===== src/rtl/puf_eval_controller.sv =====
// puf_eval_controller: LFSR-driven arbiter-PUF launcher that majority-votes repeated
// responses, flags non-unanimous bits and hands results out over valid/ready.
module puf_eval_controller #(
  parameter int C_LENGTH = 8,
  parameter int R_WIDTH = 7,
  parameter int VOTES = 5,
  parameter int SETTLE = 4,
  parameter logic [C_LENGTH-1:0] SEED = 8'hA5
) (
  input  logic                clk,
  input  logic                rst_n,
  input  logic                start,
  input  logic                seed_load,
  input  logic [C_LENGTH-1:0] seed,
  output logic [C_LENGTH-1:0] challenge,
  output logic                launch_pulse,
  input  logic [R_WIDTH-1:0]  puf_resp,
  output logic                resp_valid,
  input  logic                resp_ready,
  output logic [R_WIDTH-1:0]  resp_data,
  output logic [R_WIDTH-1:0]  resp_unstable,
  output logic [C_LENGTH-1:0] resp_chal,
  output logic                busy
);
  localparam int CW = $clog2(VOTES + 1);
  localparam int SW = $clog2(SETTLE + 1);
  // An all-zero LFSR state would lock up, so zero seeds are replaced by 1.
  localparam logic [C_LENGTH-1:0] SEED_OK = (SEED == '0) ? C_LENGTH'(1) : SEED;
  typedef enum logic [2:0] {IDLE, APPLY, FIRE, SAMPLE, RECOVER, DONE} state_t;
  state_t st, nxt;
  logic [R_WIDTH-1:0] sync1, sync2, data_d, unst_d;
  logic [R_WIDTH-1:0][CW-1:0] cnt;
  logic [CW-1:0] idx;
  logic [SW-1:0] settle_cnt;
  logic [C_LENGTH-1:0] lfsr, lfsr_nxt;
  logic pulse_d, valid_d;
  always_ff @(posedge clk or negedge rst_n)
    if (!rst_n) st <= IDLE;
    else st <= nxt;
  always_comb begin
    nxt = st;
    case (st)
      IDLE:    nxt = (start && !seed_load) ? APPLY : IDLE;
      APPLY:   nxt = FIRE;
      FIRE:    nxt = (settle_cnt == SW'(SETTLE - 1)) ? SAMPLE : FIRE;
      SAMPLE:  nxt = RECOVER;
      RECOVER: nxt = (idx < CW'(VOTES)) ? FIRE : DONE;
      DONE:    nxt = resp_ready ? (start ? APPLY : IDLE) : DONE;
      default: nxt = IDLE;
    endcase
  end
  always_comb begin
    pulse_d = nxt == FIRE;
    valid_d = nxt == DONE;
    busy = st != IDLE;
    lfsr_nxt = {lfsr[C_LENGTH-2:0], lfsr[7] ^ lfsr[5] ^ lfsr[4] ^ lfsr[3]};
    data_d = '0;
    unst_d = '0;
    for (int i = 0; i < R_WIDTH; i++) begin
      data_d[i] = cnt[i] > CW'(VOTES / 2);
      unst_d[i] = (cnt[i] != '0) && (cnt[i] != CW'(VOTES));
    end
  end
  always_ff @(posedge clk or negedge rst_n)
    if (!rst_n) begin
      sync1 <= '0;
      sync2 <= '0;
      challenge <= '0;
      launch_pulse <= 1'b0;
      resp_valid <= 1'b0;
      resp_data <= '0;
      resp_unstable <= '0;
      resp_chal <= '0;
      lfsr <= SEED_OK;
      cnt <= '0;
      idx <= '0;
      settle_cnt <= '0;
    end else begin
      sync1 <= puf_resp;
      sync2 <= sync1;
      launch_pulse <= pulse_d;
      resp_valid <= valid_d;
      settle_cnt <= (st == FIRE) ? settle_cnt + SW'(1) : '0;
      if (st == IDLE && seed_load) lfsr <= (seed == '0) ? C_LENGTH'(1) : seed;
      else if (st == DONE && resp_ready) lfsr <= lfsr_nxt;
      if (st == APPLY) begin
        challenge <= lfsr;
        cnt <= '0;
        idx <= '0;
      end
      if (st == SAMPLE) begin
        for (int i = 0; i < R_WIDTH; i++) cnt[i] <= cnt[i] + CW'(sync2[i]);
        idx <= idx + CW'(1);
      end
      // Result registers load once on entry to DONE and hold through any stall.
      if (st == RECOVER && valid_d) begin
        resp_data <= data_d;
        resp_unstable <= unst_d;
        resp_chal <= challenge;
      end
    end
endmodule


===== config.mk =====
export PLATFORM = sky130hd
export DESIGN_NAME = puf_eval_controller
export DESIGN_NICKNAME = d
export VERILOG_FILES = /design/src/rtl/puf_eval_controller.sv
export SDC_FILE = /design/constraint.sdc
export NUM_CORES = 1
export LEC_CHECK = 0
export ABC_CLOCK_PERIOD_IN_PS = 3300
export CORE_ASPECT_RATIO = 0.8
export CORE_UTILIZATION = 50
export CTS_CLUSTER_DIAMETER = 80
export DETAILED_ROUTE_END_ITERATION = 10
export GPL_TIMING_DRIVEN = 0
export PLACE_DENSITY = 0.73
export SLEW_MARGIN = 20
export SYNTH_ARGS = -nofsm -noshare
export SYNTH_HDL_FRONTEND = slang
export SYNTH_SLANG_ARGS = --single-unit

===== constraint.sdc =====
create_clock -name clk -period 3.3 [get_ports clk]
set_input_delay 0.825 -clock clk [delete_from_list [all_inputs] [get_ports clk]]
set_output_delay 0.825 -clock clk [all_outputs]
set_load 0.1 [all_outputs]

# --- Yosys cells after proc, flatten, opt, wreduce, memory -nomap -nowiden ---
# Index checks and enable logic that the tools add are counted.
word_totals:
  reg_bits: 84
  in_bits: 20
op_classes:
  magnitude_cmp: 8
  addsub: 9
  bitwise_logic: 3
  n_mux: 14
  n_reduce_logical: 24
  eq_ne: 15
ops:
  columns: ["op", "count"]
  rows:
  - ["$mux W21", 2]
  - ["$mux W8", 3]
  - ["$reduce_bool A3 Y1", 8]
  - ["$add A3 B1 Y3", 7]
  - ["$gt A3 B2 Y1 const B", 7]
  - ["$ne A3 B3 Y1 const B", 7]
  - ["$pmux W3 S6", 1]
  - ["$mux W3", 5]
  - ["$eq A3 B2 Y1 const B", 4]
  - ["$logic_and A1 B1 Y1", 11]
  - ["$eq A3 B3 Y1 const B", 3]
  - ["$logic_not A8 Y1", 1]
  - ["$add A3 B1 Y3 const B", 2]
  - ["$reduce_bool A2 Y1", 2]
  - ["$eq A3 B1 Y1 const B", 1]
  - ["$logic_not A3 Y1", 1]
  - ["$lt A3 B3 Y1 const B", 1]
  - ["$mux W1", 3]
  - ["$xor A1 B1 Y1", 3]
  - ["$logic_not A1 Y1", 1]

# --- Depth between registers and ports, before layout ---
# Gate-level depths: netlist (run 1).
depth:
  ltp_word: 6
  depth_mapped: 6
  ltp_nobuf: 5

# --- Least setup slack after synthesis (run 1) ---
# Ideal clock, no wire load.
synth_timing:
  kind: "reg-to-output"
  from: "reg st[1]"
  to: "out busy"
  required_ns: 2.475
  t_arrival_ns: 1.505
  path_stages_with_launch: 4
  setup_slack_ns: 0.970
  path_cell_list: "dfrtp_1 -> buf_2 -> clkbuf_1 -> or3_1"
synth_via:
  elab_chain_len: 1
synth_rtl:
  columns: ["element", "line", "rtl"]
  rows:
  - ["start: declaration", "30", "state_t st, nxt;"]
  - ["start signal: assignment", "39", "else st <= nxt;"]
  - ["$reduce_bool A3 Y1", "55", "busy = st != IDLE;"]
  - ["end: declaration", "23", "output logic busy"]
# No other way between the ends.

# --- Final worst setup path (run 1) ---
# Ends and elaborated chain as after synthesis.

==> flow_metrics.tcl, run 1 <==
set metrics [dict create \
    status "completed" \
    cts_tree "yes" \
    syn_nets 356 \
    path_cells "buf_2 -> clkbuf_1 -> or3_1 -> dlygate4sd2_1" \
    detail-route-antenna-nets 0 \
    period_share 0.958 \
    fin_skew_ps 10.7 \
    cts.reportedPaths.clkPinSlew_ps 90 \
    crit_arrival_ps 2340 \
    ys_ff_latch 84 \
    finalSetupViolCount 0 \
    synthFlopType "dfrtp_1" \
    grt_pass1_vias 2664 \
    globalplace.congestion 0.767 \
    critical_path_required_ps 2470 \
    grt_overflow 0 \
    tightest_slew_ps 998 \
    hp-class "flop to flop" \
    drive_gt1_frac 0.116 \
    rsz0062_at_grt "no" \
    boundaryPins 53 \
    fp.dieW_um 97.5 \
    first_pass_iters 4 \
    cp-end-kind "output port" \
    place_ws_ps 247 \
    n_fill_cell 565 \
    yosysSeqAreaShare 0.578 \
    vias_per_cell 5.47 \
    pwr-share-seq 0.396 \
    power_density_nw_per_um2 872 \
    internal_power_uw 2270 \
    nNetsFinal 420 \
    cp_max_fo 10 \
    ir_worst_vdd_mv 0.719 \
    vias 2596 \
    netlist_area_um2 3650 \
    grt_pass1_wl_um 12700 \
    async_flop_share 1.00 \
    synth.most_common_cell "dfrtp_1" \
    ys_warn_count 0 \
    drv_cap 0 \
    power_leakage_uw 0.00214 \
    synth.distinct_cells 40 \
    relSlewSlack 0.333 \
    syn_avg_cell_area_um2 11.4 \
    wl_per_cell_um 15.4 \
    synthTopCellsByArea "dfrtp_1, ha_1, o21ai_0" \
    holdWs_ps 354 \
    worst-setup-path-type "flop to output port" \
    critPathSlowestCell "dlygate4sd2_1" \
    crit_path_max_incr_delay_ps 850 \
    synthCells 319 \
    clockRootBuffer "clkbuf_8" \
    track_usage 0.216 \
    clockPowerShare 0.209 \
    fp-row-count 27 \
    h-tree-depth 3 \
    synth_edf_count 0 \
    die-area_um2 7640 \
    cp_num_buf_inv 3 \
    grt_max_degree 46 \
    dieHeight_um 78.4 \
    drc 0 \
    synth_area_leader_cell "dfrtp_1" \
    dpl.hpwl_um 5110 \
    worst_path_dominant_cell_family "buffers and inverters" \
    clk_latency_ps 360 \
    drt_wl_total_um 7330 \
    total_power_uw 3940 \
    yosys.area.top_type_share 0.549 \
    power.share.switching 0.425 \
    io_buffers 52 \
    drv_slew 0 \
    synth_commonest_cells "dfrtp_1, nand2_1, o21ai_0" \
    comb_power_share 0.395 \
    clock_sinks 84 \
    postCtsHoldBufs 0 \
    core_um2 6960 \
    setup_ws_ps 138 \
    syn_to_final_growth_pct 23.9 \
    clock_path_buffers 2 \
    diodes 0 \
    hold_violations 0 \
    switching_power_uw 1670 \
    grt_antenna_before_repair 0 \
    first_iter_violations 74 \
    worstSetupStartpointType "flop" \
    cts_buffers 9 \
    min_period_ps 3160 \
    start_util 0.524 \
    fmax_mhz 316 \
]
-- power groups by stage --
stage / logic [uW] / clock network [uW] / registers, uW
3_3_place_gp: 1530 / 0 / 1570
5_1_grt: 1700 / 883 / 1610
2_1_floorplan: 714 / 0 / 2000
4_1_cts: 1570 / 842 / 1560
6_report: 1560 / 822 / 1560
3_5_place_dp: 1570 / 0 / 1580
-- path summary, 6_finish.rpt --
check / slack [ps] / cells past startpoint / to / start
max: 140 / 4 / busy / st[1]$_DFF_PN0_
min: 350 / 0 / sync2[0]$_DFF_PN0_ / sync1[0]$_DFF_PN0_
max reg2reg: 1330 / 3 / lfsr[4]$_DFFE_PN0P_ / st[0]$_DFF_PN0_
min reg2reg: 350 / 0 / sync2[0]$_DFF_PN0_ / sync1[0]$_DFF_PN0_
max in group asynchronous: 2160 / 2 / lfsr[7]$_DFFE_PN1P_ / rst_n
min in group asynchronous: 460 / 1 / settle_cnt[1]$_DFF_PN0_ / rst_n
-- registers in the layout (all words and copies together), names as in the netlist --
name / count
cnt: 21
challenge: 8
lfsr: 8
resp_chal: 8
resp_data: 7
resp_unstable: 7
sync1: 7
sync2: 7
idx: 3
settle_cnt: 3
st: 3
launch_pulse: 1
resp_valid: 1
-- cells by family (layout without fill, tap and decap cells) --
kind of cell	Yosys count	after routing	share of synthesized area
muxes	29	29	0.0861
buffers and inverters	20	89	0.0257
xor gates and xnor gates	10	10	0.0240
adders and majority gates	17	17	0.0583
DFF	84	84	0.578
AOI/OAI and AO/OA	62	62	0.0957
and+or+nand+nor	97	97	0.133
-- what timing repair did --
| action | in CTS | in global routing |
|---|---|---|
| buffers inserted | 0 | 0 |
| endpoints found under the setup margin | 1 | 0 |
| gates resized for setup | 1 | 0 |
-- per-stage QoR --
| step | cells | utilization | setup TNS, ps | area [um2] |
|---|---|---|---|---|
| 2_1_floorplan | 319 | - | 0 | 3650 |
| 3_3_place_gp | 458 | 0.615 | -133120 | 4280 |
| 3_5_place_dp | 459 | 0.617 | 0 | 4300 |
| 4_1_cts | 475 | 0.650 | 0 | 4520 |
| 5_1_grt | 475 | 0.650 | 0 | 4520 |
| 6_report | 475 | 0.650 | 0 | 4520 |
-- layout make-up --
cell class | count | area (um2) | area share
repair buffers | 53 | 537 | 0.119
clock inverters | 5 | 85.1 | 0.0188
well taps | 87 | 109 | 0.0241
plain buffers | 18 | 86.3 | 0.0191
multi-input cells | 215 | 1450 | 0.320
flip-flops and latches | 84 | 2110 | 0.466
clock buffers | 11 | 141 | 0.0313
inverters | 2 | 7.51 | 0.00166
-- worst register-to-register path: stages, from the launching register on --
cell and delay (ps):
dfrtp_1 460, nor4b_1 860, clkbuf_1 370, o21ai_0 160
-- cells in the final DEF, fill, tap and decap left out, types with 3 or more instances in the layout --
cell,Yosys,final
a21oi_1,7,7
a22o_1,6,6
buf_2,3,3
clkbuf_1,12,13
clkbuf_8,0,10
clkdlybuf4s50_1,0,50
dfrtp_1,80,80
dfstp_2,4,4
ha_1,17,17
mux2_2,15,15
mux2i_1,13,13
nand2_1,40,40
nand3_1,17,17
nand3b_1,7,7
nor2_1,11,11
nor2b_1,4,4
o21ai_0,34,34
o21ai_1,9,9
xor2_1,8,8
-- metal layers --
metal | track usage | share of wire | routed length (um) | up-vias
met2 | 0.333 | 0.47 | 3440 | 61
met3 | 0.0561 | 0.054 | 394 | 14
met4 | 0.0868 | 0.016 | 115 | 0
li1 | - | - | - | 1240
met5 | 0 | 0 | 0 | -
met1 | 0.294 | 0.46 | 3380 | 1281
Note: power is estimated with default switching activity, not from simulation.
==> inputs of run 2 (changes only) <==
--- a/config.mk
+++ b/config.mk
@@ -11,7 +11,7 @@
 export CTS_CLUSTER_DIAMETER = 80
 export DETAILED_ROUTE_END_ITERATION = 10
 export GPL_TIMING_DRIVEN = 0
-export PLACE_DENSITY = 0.73
+export PLACE_DENSITY = 0.74
 export SLEW_MARGIN = 20
 export SYNTH_ARGS = -nofsm -noshare
 export SYNTH_HDL_FRONTEND = slang
==> flow_metrics.tcl, run 2 (synthesized netlist as in run 1, its figures left out) <==
set metrics [dict create \
    status "completed" \
    cp_max_fo 10 \
    setup_ws_ps 143 \
    min_period_ps 3160 \
    tightest_slew_ps 992 \
    cts_tree "yes" \
    fin_skew_ps 8.56 \
    grt_overflow 0 \
    power_density_nw_per_um2 842 \
    drt_wl_total_um 7110 \
    cp-end-kind "output port" \
    die-area_um2 7640 \
    comb_power_share 0.410 \
    detail-route-antenna-nets 0 \
    syn_to_final_growth_pct 22.9 \
    boundaryPins 53 \
    ir_worst_vdd_mv 0.769 \
    cts_setup_buffers 0 \
    period_share 0.957 \
    holdWs_ps 354 \
    track_usage 0.206 \
    final-instance-count-excl-fill 475 \
    vias_per_cell 5.40 \
    drc 0 \
    cts.reportedPaths.clkPinSlew_ps 90 \
    layout_common_cells "dfrtp_1, clkdlybuf4s50_1, nand2_1" \
    start_util 0.524 \
    drv_slew 0 \
    grt_max_degree 51 \
    internal_power_uw 2110 \
    cts_buffers 9 \
    grt_pass1_wl_um 12300 \
    grt_antenna_before_repair 0 \
    place_ws_ps 244 \
    drive_gt1_frac 0.119 \
    relSlewSlack 0.337 \
    wl_per_cell_um 15.0 \
    vias 2567 \
    power_leakage_uw 0.00211 \
    worst-setup-path-type "flop to output port" \
    worstSetupStartpointType "flop" \
    fmax_mhz 317 \
    clock_path_buffers 2 \
    layout_commonest_cell "dfrtp_1" \
    drv_cap 0 \
    total_power_uw 3780 \
    fp-row-count 27 \
    dpl.hpwl_um 4930 \
    switching_power_uw 1670 \
    diodes 0 \
    clockPowerShare 0.177 \
    crit_arrival_ps 2330 \
    nNetsFinal 420 \
    h-tree-depth 3 \
    largest_reg_flops 21 \
    hold_violations 0 \
    grt_pass1_vias 2505 \
    first_pass_iters 4 \
    core_um2 6960 \
    clockRootBuffer "clkbuf_8" \
    finalSetupViolCount 0 \
    r2r_setup_slack_ps 1410 \
    critical_path_required_ps 2470 \
    hp-class "flop to flop" \
    pwr-share-seq 0.414 \
    dp_cells 459 \
    clk_latency_ps 350 \
    fp.dieW_um 97.5 \
    globalplace.congestion 0.737 \
    top_register "cnt" \
    io_buffers 52 \
    rsz0062_at_grt "no" \
    power.share.switching 0.441 \
    final_core_utilization 0.645 \
    clock_sinks 84 \
    dieHeight_um 78.4 \
    first_iter_violations 119 \
]
==> run 2: cell count changes in the layout (fill, tap and decap cells not counted) <==
| cell | before | now |
|---|---|---|
| clkinv_4 | 1 | 0 |
| buf_16 | 0 | 1 |
| nor4b_2 | 0 | 1 |
| clkinv_2 | 0 | 1 |
| bufinv_16 | 2 | 0 |
| clkinvlp_4 | 1 | 3 |
| buf_12 | 1 | 0 |
| nor4b_1 | 2 | 1 |
==> run 2: layout make-up <==
cell class,instances,area [um2]
Inverter,2,7.51
Multi-Input combinational cell,215,1450
Clock buffer,11,141
Fill cell,558,2470
Buffer,18,86.3
Sequential cell,84,2110
Tap cell,87,109
Timing Repair Buffer,53,544
Clock inverter,5,36.3
==> run 2: power by group through the flow <==
stage	registers [uW]	clock network [uW]	logic, uW
global placement	1560	0	1530
CTS	1560	687	1560
global route	1610	720	1690
finish	1560	667	1550
detailed placement	1580	0	1560
floorplan	2000	0	714
==> run 2: per-layer routing <==
layer,global-route usage,up-vias,share of wire
li1,-,1240,-
met1,0.296,1268,0.49
met2,0.312,52,0.46
met3,0.0454,7,0.043
met4,0.0721,0,0.010
met5,0,-,0
==> run 2: worst paths after layout <==
kind / from / to / cells past startpoint
max: st[1]$_DFF_PN0_ / busy / 4
min: sync1[1]$_DFF_PN0_ / sync2[1]$_DFF_PN0_ / 0
max reg2reg: st[0]$_DFF_PN0_ / resp_chal[1]$_DFFE_PN0P_ / 4
min reg2reg: sync1[1]$_DFF_PN0_ / sync2[1]$_DFF_PN0_ / 0
max in group asynchronous: rst_n / lfsr[7]$_DFFE_PN1P_ / 2
min in group asynchronous: rst_n / st[1]$_DFF_PN0_ / 1
==> run 2: what timing repair did <==
action / CTS / global route
gates resized for setup: 1 / 0
setup endpoints to repair: 1 / 0
hold buffers: 0 / 0
==> run 2: stage by stage <==
step / setup TNS [ps] / cell area (um2)
6_report: 0 / 4490
3_5_place_dp: 0 / 4300
5_1_grt: 0 / 4490
2_1_floorplan: 0 / 3650
4_1_cts: 0 / 4480
3_3_place_gp: -128290 / 4280
==> run 2: critical path, cell delays in order, from the launching register on <==
cell and delay [ps]:
dfrtp_1 400, buf_2 220, clkbuf_1 330, or3_1 180, dlygate4sd2_1 850
==> inputs of run 3 (changes only) <==
--- a/config.mk
+++ b/config.mk
@@ -11,7 +11,7 @@
 export CTS_CLUSTER_DIAMETER = 80
 export DETAILED_ROUTE_END_ITERATION = 10
 export GPL_TIMING_DRIVEN = 0
-export PLACE_DENSITY = 0.74
+export PLACE_DENSITY = 0.73
 export SLEW_MARGIN = 20
 export SYNTH_ARGS = -nofsm -noshare
 export SYNTH_HDL_FRONTEND = slang
==> results of run 3 <==
Same layout as run 1: the final DEF is identical, and so are final timing and power.
